===== src/rtl/opregister_ctrl_pkg.sv =====
// Shared definitions for the opregister command sequencer.
//   state_t  : sequencer FSM states
//   OPSEL_W  : width of the register operation select
//   MASK_W   : one mask bit per selectable operation
package opregister_ctrl_pkg;

  localparam int OPSEL_W = 2;
  localparam int MASK_W  = 4;

  typedef enum logic [2:0] {
    IDLE,
    LOAD,
    SELECT,
    ENABLE,
    RESULT
  } state_t;

endpackage


===== src/rtl/opregister_ctrl_next_op.sv =====
// Combinational scan for the next operation to run.
//   mask      : operations requested by the command
//   start_idx : lowest index that may be returned
//   next_idx  : lowest set mask bit at or above start_idx
//   last      : no mask bit above next_idx is set
// When no bit at or above start_idx is set, next_idx is 0; callers only
// consult it when a further operation is known to exist.
module opregister_ctrl_next_op
  import opregister_ctrl_pkg::*;
(
  input  logic [MASK_W-1:0]  mask,
  input  logic [OPSEL_W-1:0] start_idx,
  output logic [OPSEL_W-1:0] next_idx,
  output logic               last
);

  always_comb begin
    next_idx = '0;
    // Descending walk so the lowest qualifying bit is written last and wins.
    for (int j = MASK_W - 1; j >= 0; j--) begin
      if (mask[j] && (j >= int'(start_idx))) begin
        next_idx = OPSEL_W'(j);
      end
    end
    last = 1'b1;
    for (int j = 0; j < MASK_W; j++) begin
      if (mask[j] && (j > int'(next_idx))) begin
        last = 1'b0;
      end
    end
  end

endmodule


===== src/rtl/opregister_ctrl.sv =====
// Command sequencer for the 4-bit operation register.
// Accepts {data, mask} over a valid/ready handshake, pulses the register
// write enable once with the data, then for every set mask bit (ascending)
// selects the operation, holds oe for SETTLE_CYCLES, samples the register
// output and offers it as a result over a second valid/ready handshake.
// Ports:
//   i_w_clk, i_w_reset            : clock, synchronous active-high reset
//   i_w_cmd_* / o_w_cmd_ready     : command handshake (data, op mask)
//   o_w_res_* / i_w_res_ready     : result handshake (data, opsel, last)
//   o_w_reg_* / i_w_reg_out       : pins of the attached opregister
//   o_w_busy                      : high whenever the FSM is not idle
module opregister_ctrl
  import opregister_ctrl_pkg::*;
#(
  parameter int DATA_WIDTH    = 4,
  parameter int SETTLE_CYCLES = 1
) (
  input  logic                  i_w_clk,
  input  logic                  i_w_reset,
  input  logic                  i_w_cmd_valid,
  output logic                  o_w_cmd_ready,
  input  logic [DATA_WIDTH-1:0] i_w_cmd_data,
  input  logic [MASK_W-1:0]     i_w_cmd_mask,
  output logic                  o_w_res_valid,
  input  logic                  i_w_res_ready,
  output logic [DATA_WIDTH-1:0] o_w_res_data,
  output logic [OPSEL_W-1:0]    o_w_res_opsel,
  output logic                  o_w_res_last,
  output logic [DATA_WIDTH-1:0] o_w_reg_data,
  output logic                  o_w_reg_we,
  output logic                  o_w_reg_oe,
  output logic [OPSEL_W-1:0]    o_w_reg_opsel,
  input  logic [DATA_WIDTH-1:0] i_w_reg_out,
  output logic                  o_w_busy
);

  localparam int CNT_W = (SETTLE_CYCLES > 1) ? $clog2(SETTLE_CYCLES) : 1;

  state_t               state;
  logic [MASK_W-1:0]    mask_q;
  logic                 last_q;
  logic [CNT_W-1:0]     settle_cnt;

  logic [MASK_W-1:0]    scan_mask;
  logic [OPSEL_W-1:0]   scan_start;
  logic [OPSEL_W-1:0]   scan_idx;
  logic                 scan_last;

  // The scanner serves both the command handshake (live mask, from bit 0)
  // and result handshakes (latched mask, from the bit above the current op).
  always_comb begin
    scan_mask  = mask_q;
    scan_start = o_w_reg_opsel + OPSEL_W'(1);
    if (state == IDLE) begin
      scan_mask  = i_w_cmd_mask;
      scan_start = '0;
    end
  end

  opregister_ctrl_next_op u_next_op (
    .mask      (scan_mask),
    .start_idx (scan_start),
    .next_idx  (scan_idx),
    .last      (scan_last)
  );

  // Gated by reset so ready is low while reset is held and high in the
  // very first cycle after release.
  assign o_w_cmd_ready = (state == IDLE) && !i_w_reset;

  always_ff @(posedge i_w_clk) begin
    if (i_w_reset) begin
      state         <= IDLE;
      mask_q        <= '0;
      last_q        <= 1'b0;
      settle_cnt    <= '0;
      o_w_reg_data  <= '0;
      o_w_reg_we    <= 1'b0;
      o_w_reg_oe    <= 1'b0;
      o_w_reg_opsel <= '0;
      o_w_res_valid <= 1'b0;
      o_w_res_data  <= '0;
      o_w_res_opsel <= '0;
      o_w_res_last  <= 1'b0;
      o_w_busy      <= 1'b0;
    end else begin
      case (state)
        IDLE: begin
          if (i_w_cmd_valid) begin
            o_w_reg_data  <= i_w_cmd_data;
            mask_q        <= i_w_cmd_mask;
            o_w_reg_opsel <= scan_idx;
            last_q        <= scan_last;
            o_w_reg_we    <= 1'b1;
            o_w_busy      <= 1'b1;
            state         <= LOAD;
          end
        end
        LOAD: begin
          o_w_reg_we <= 1'b0;
          if (mask_q != '0) begin
            state <= SELECT;
          end else begin
            o_w_busy <= 1'b0;
            state    <= IDLE;
          end
        end
        SELECT: begin
          o_w_reg_oe <= 1'b1;
          settle_cnt <= CNT_W'(SETTLE_CYCLES - 1);
          state      <= ENABLE;
        end
        ENABLE: begin
          if (settle_cnt == '0) begin
            o_w_reg_oe    <= 1'b0;
            o_w_res_valid <= 1'b1;
            o_w_res_data  <= i_w_reg_out;
            o_w_res_opsel <= o_w_reg_opsel;
            o_w_res_last  <= last_q;
            state         <= RESULT;
          end else begin
            settle_cnt <= settle_cnt - CNT_W'(1);
          end
        end
        RESULT: begin
          if (i_w_res_ready) begin
            o_w_res_valid <= 1'b0;
            if (o_w_res_last) begin
              o_w_busy <= 1'b0;
              state    <= IDLE;
            end else begin
              // opsel only moves here, while oe is already low.
              o_w_reg_opsel <= scan_idx;
              last_q        <= scan_last;
              state         <= SELECT;
            end
          end
        end
        default: begin
          state <= IDLE;
        end
      endcase
    end
  end

endmodule

===== config.mk =====
export PLATFORM = sky130hd
export DESIGN_NAME = opregister_ctrl
export DESIGN_NICKNAME = d
export VERILOG_FILES = /design/src/rtl/opregister_ctrl_pkg.sv /design/src/rtl/opregister_ctrl_next_op.sv /design/src/rtl/opregister_ctrl.sv
export SDC_FILE = /design/constraint.sdc
export NUM_CORES = 1
export LEC_CHECK = 0
export CORE_ASPECT_RATIO = 1.25
export CORE_MARGIN = 3
export CORE_UTILIZATION = 45
export DETAILED_ROUTE_END_ITERATION = 7
export GPL_TIMING_DRIVEN = 1
export PLACE_DENSITY_LB_ADDON = 0.25
export REMOVE_ABC_BUFFERS = 1
export SKIP_LAST_GASP = 1
export SLEW_MARGIN = 30
export SYNTH_ARGS = -nofsm -noshare
export SYNTH_HDL_FRONTEND = slang
export SYNTH_SLANG_ARGS = --single-unit

===== constraint.sdc =====
create_clock -name i_w_clk -period 3.55 [get_ports i_w_clk]
set_clock_uncertainty 0.1 [all_clocks]
set_input_delay 0.71 -clock i_w_clk [delete_from_list [all_inputs] [get_ports i_w_clk]]
set_output_delay 0.71 -clock i_w_clk [all_outputs]
set_load 0.03 [all_outputs]

==> flow_summary.yaml <==
yosys:
  yosys-top-cells-count: "26 x nand2_1, 25 x dfxtp_1, 17 x a21oi_1"
  yosysMostFrequentCell: "nand2_1"
  synth_area_leaders: "dfxtp_1 42%, nand2_1 8.2%, a21oi_1 7.2%"
  yosys_warnings: 0
  synth_ff_type: "dfxtp_1"
  synth-seq-area-share_pct: 42.15
  syn_area_um2: 1187
  synth.distinct_cells: 37
  yosys.area.top_type: "dfxtp_1"
  synth.avg_cell_area_um2: 8.133
  synth_cells: 146
  synth_top_area_share_pct: 42.15
  synthArstFlopShare_pct: 0
  ys_ff_latch: 25
  synth_enable_flop_cells: 0
timing:
  period_needed_ns: 2.961
  post-route-worst-setup-slack_ns: 0.5886
  period_share_pct: 83.42
  hold_viol: 0
  worst_pin_slew_ns: 0.6303
  fmax_ghz: 0.3377
  setup_tns_ns: 0
  setup_violations: 0
  slew_headroom_pct: 57.89
  drv_slew: 0
  rsz0062_at_grt: "no"
final_layout:
  diodes: 0
  area_delta_synth_final_pct: 29.93
  layout-drive-gt1-share_pct: 5.714
  stdcell_count: 208
  fin_nets: 192
  post-route-util_pct: 62.27
  n_fill_cell: 214
  seqCellArea_um2: 500.5
  multi_input_area_um2: 625.6
critical_path:
  rrSetupSlack_ns: 1.62
  required_ns: 2.74
  worstSetupPathType: "register to output port"
  r2r_end: "o_w_res_opsel[0]"
  end_kind: "output port"
  reg2regPathDepth: 4
  path_max_fanout: 13
  start_kind: "register"
  crit_path_end: "o_w_cmd_ready"
  cp.arrival_ns: 2.15
  r2r-start: "state[1]"
  crit_start: "state[0]"
grt:
  grt_max_degree: 27
  grt_usage_pct: 17.74
  grt_pass1_vias: 1139
  grt_first_pass_wirelength_um: 4602
  grt_remaining_overflow: 0
  antenna_found_initial: 0
drt:
  dr_wl_met2_um: 1461
  vias: 1142
  drtAntennaViolNets: 0
  first_pass_iters: 5
  wl_met3_um: 135
  routed_wl_um: 2672
  topRoutingLayerUsed: "met4"
  drc: 0
  avgRoutedWirePerCell_um: 12.85
  wl_met1_um: 1062
  drt_iter0_drc: 34
  viasPerCell: 5.490
clock_tree:
  clock_path_buffers: 2
  hold_buffers: 0
  clk_pin_slew_ns: 0.14
  clock_sinks: 25
  cts_tree: "yes"
  post_cts_resized: 0
  cts.htree.levels: 1
  clk_latency_ns: 0.31
  cts_inserted_buffers: 3
  post-cts-setup-buffers: 0
  clock_tree.root_cell: "clkbuf_4"
floorplanning:
  initial_utilization_pct: 47.93
  die_area_um2: 3295
  row_count: 20
  dieHeight_um: 63.43
  core_um2: 2477
  num_io_pins: 34
  die_x_um: 51.95
power_and_ir_drop:
  leakage_nw: 0.5471
  power_density_nw_per_um2: 381.4
  vdd_ir_drop_max_mv: 0.2632
placed_design:
  dp_hpwl_um: 2052
  gp_congestion: 0.8563
  io_buffers: 33
  preCtsSetupSlack_ns: 0.7486
  numPlacedInstances: 204
hold_path:
  hp-class: "register to register"
  min_path_cells: 2
run:
  maxCapViolCount: 0
run_status:
  outcome: "completed"
## report_power, final
part           leakage, nW  internal, mW  switching [mW]
Combinational        0.329        0.0674          0.0775
Sequential           0.204         0.296          0.0173
Clock               0.0139        0.0429          0.0870
Total                0.547         0.407           0.182
## sequential cells by signal, summed over array words and instances, names as in the netlist
name	cells
mask_q	4
o_w_busy	1
o_w_reg_data	4
last_q	1
o_w_res_opsel	2
state	3
o_w_reg_we	1
o_w_reg_opsel	2
o_w_res_last	1
o_w_res_data	4
o_w_reg_oe	1
o_w_res_valid	1
## kinds of logic (layout without fill, tap and decap cells)
kind of cell / Yosys count / count (layout) / share of synthesized area [%]
AO/OA/AOI/OAI: 36 / 36 / 20.34
XOR/XNOR: 1 / 1 / 0.7378
buffers and inverters: 11 / 40 / 5.163
flip-flops: 25 / 25 / 42.15
multiplexers: 5 / 5 / 4.320
AND/OR/NAND/NOR: 68 / 68 / 27.29
## critical path, cell delays in order (launching register included)
cell and delay, ns:
dfxtp_1 0.45, or3_1 0.54, nor2_1 0.16, clkdlybuf4s50_1 0.69
## metrics by stage
stage                     cell area [um2]  power [mW]  hold WS (ns)
after global routing                 1543      0.6170        0.3938
after CTS                            1543      0.5932        0.3685
after floorplan                      1134      0.4020        0.3392
final                                1543      0.5883        0.3662
after global placement               1513      0.4602        0.3427
after detailed placement             1513      0.4642        0.3487
## how the worst min path moves through the flow
| stage | startpoint | end | slack, ns |
|---|---|---|---|
| final | o_w_res_data[2] | o_w_res_data[2] | 0.37 |
| after floorplan | mask_q[0] | mask_q[0] | 0.34 |
| after global routing | o_w_res_data[3] | o_w_res_data[3] | 0.39 |
| after CTS | o_w_reg_data[0] | o_w_reg_data[0] | 0.37 |
| after global placement | o_w_reg_data[0] | o_w_reg_data[0] | 0.34 |
| after detailed placement | o_w_reg_data[0] | o_w_reg_data[0] | 0.35 |
## cells in the final DEF (no fill, tap or decap), types with 2 or more instances in the layout
| master | netlist | routed |
|---|---|---|
| clkbuf_4 | 0 | 3 |
| inv_1 | 2 | 2 |
| o21a_1 | 2 | 2 |
| nand2_1 | 26 | 26 |
| o21bai_1 | 2 | 2 |
| nor2b_1 | 4 | 4 |
| mux2i_1 | 4 | 4 |
| nand2b_1 | 3 | 3 |
| a21oi_1 | 17 | 17 |
| dfxtp_1 | 25 | 25 |
| and3_1 | 2 | 2 |
| a211oi_1 | 2 | 2 |
| nand3b_1 | 2 | 2 |
| nor3_1 | 7 | 7 |
| nand3_1 | 5 | 5 |
| nor2_1 | 13 | 13 |
| a22o_1 | 2 | 2 |
| clkdlybuf4s50_1 | 0 | 33 |
| o21ai_0 | 2 | 2 |
## layout make-up
class | instances | area share [%]
Clock buffer | 3 | 1.460
Clock inverter | 1 | 0.4866
Inverter | 2 | 0.4866
Multi-Input combinational cell | 110 | 40.55
Sequential cell | 25 | 32.44
Tap cell | 33 | 2.676
Timing Repair Buffer | 34 | 21.90
## layer usage
metal | global-route usage [%] | vias up
li1 | - | 572
met3 | 3.310 | 2
met5 | 0 | -
met1 | 18.70 | 537
met4 | 4.918 | 0
met2 | 33.96 | 31
Note: power is estimated with default switching activity, not from simulation.
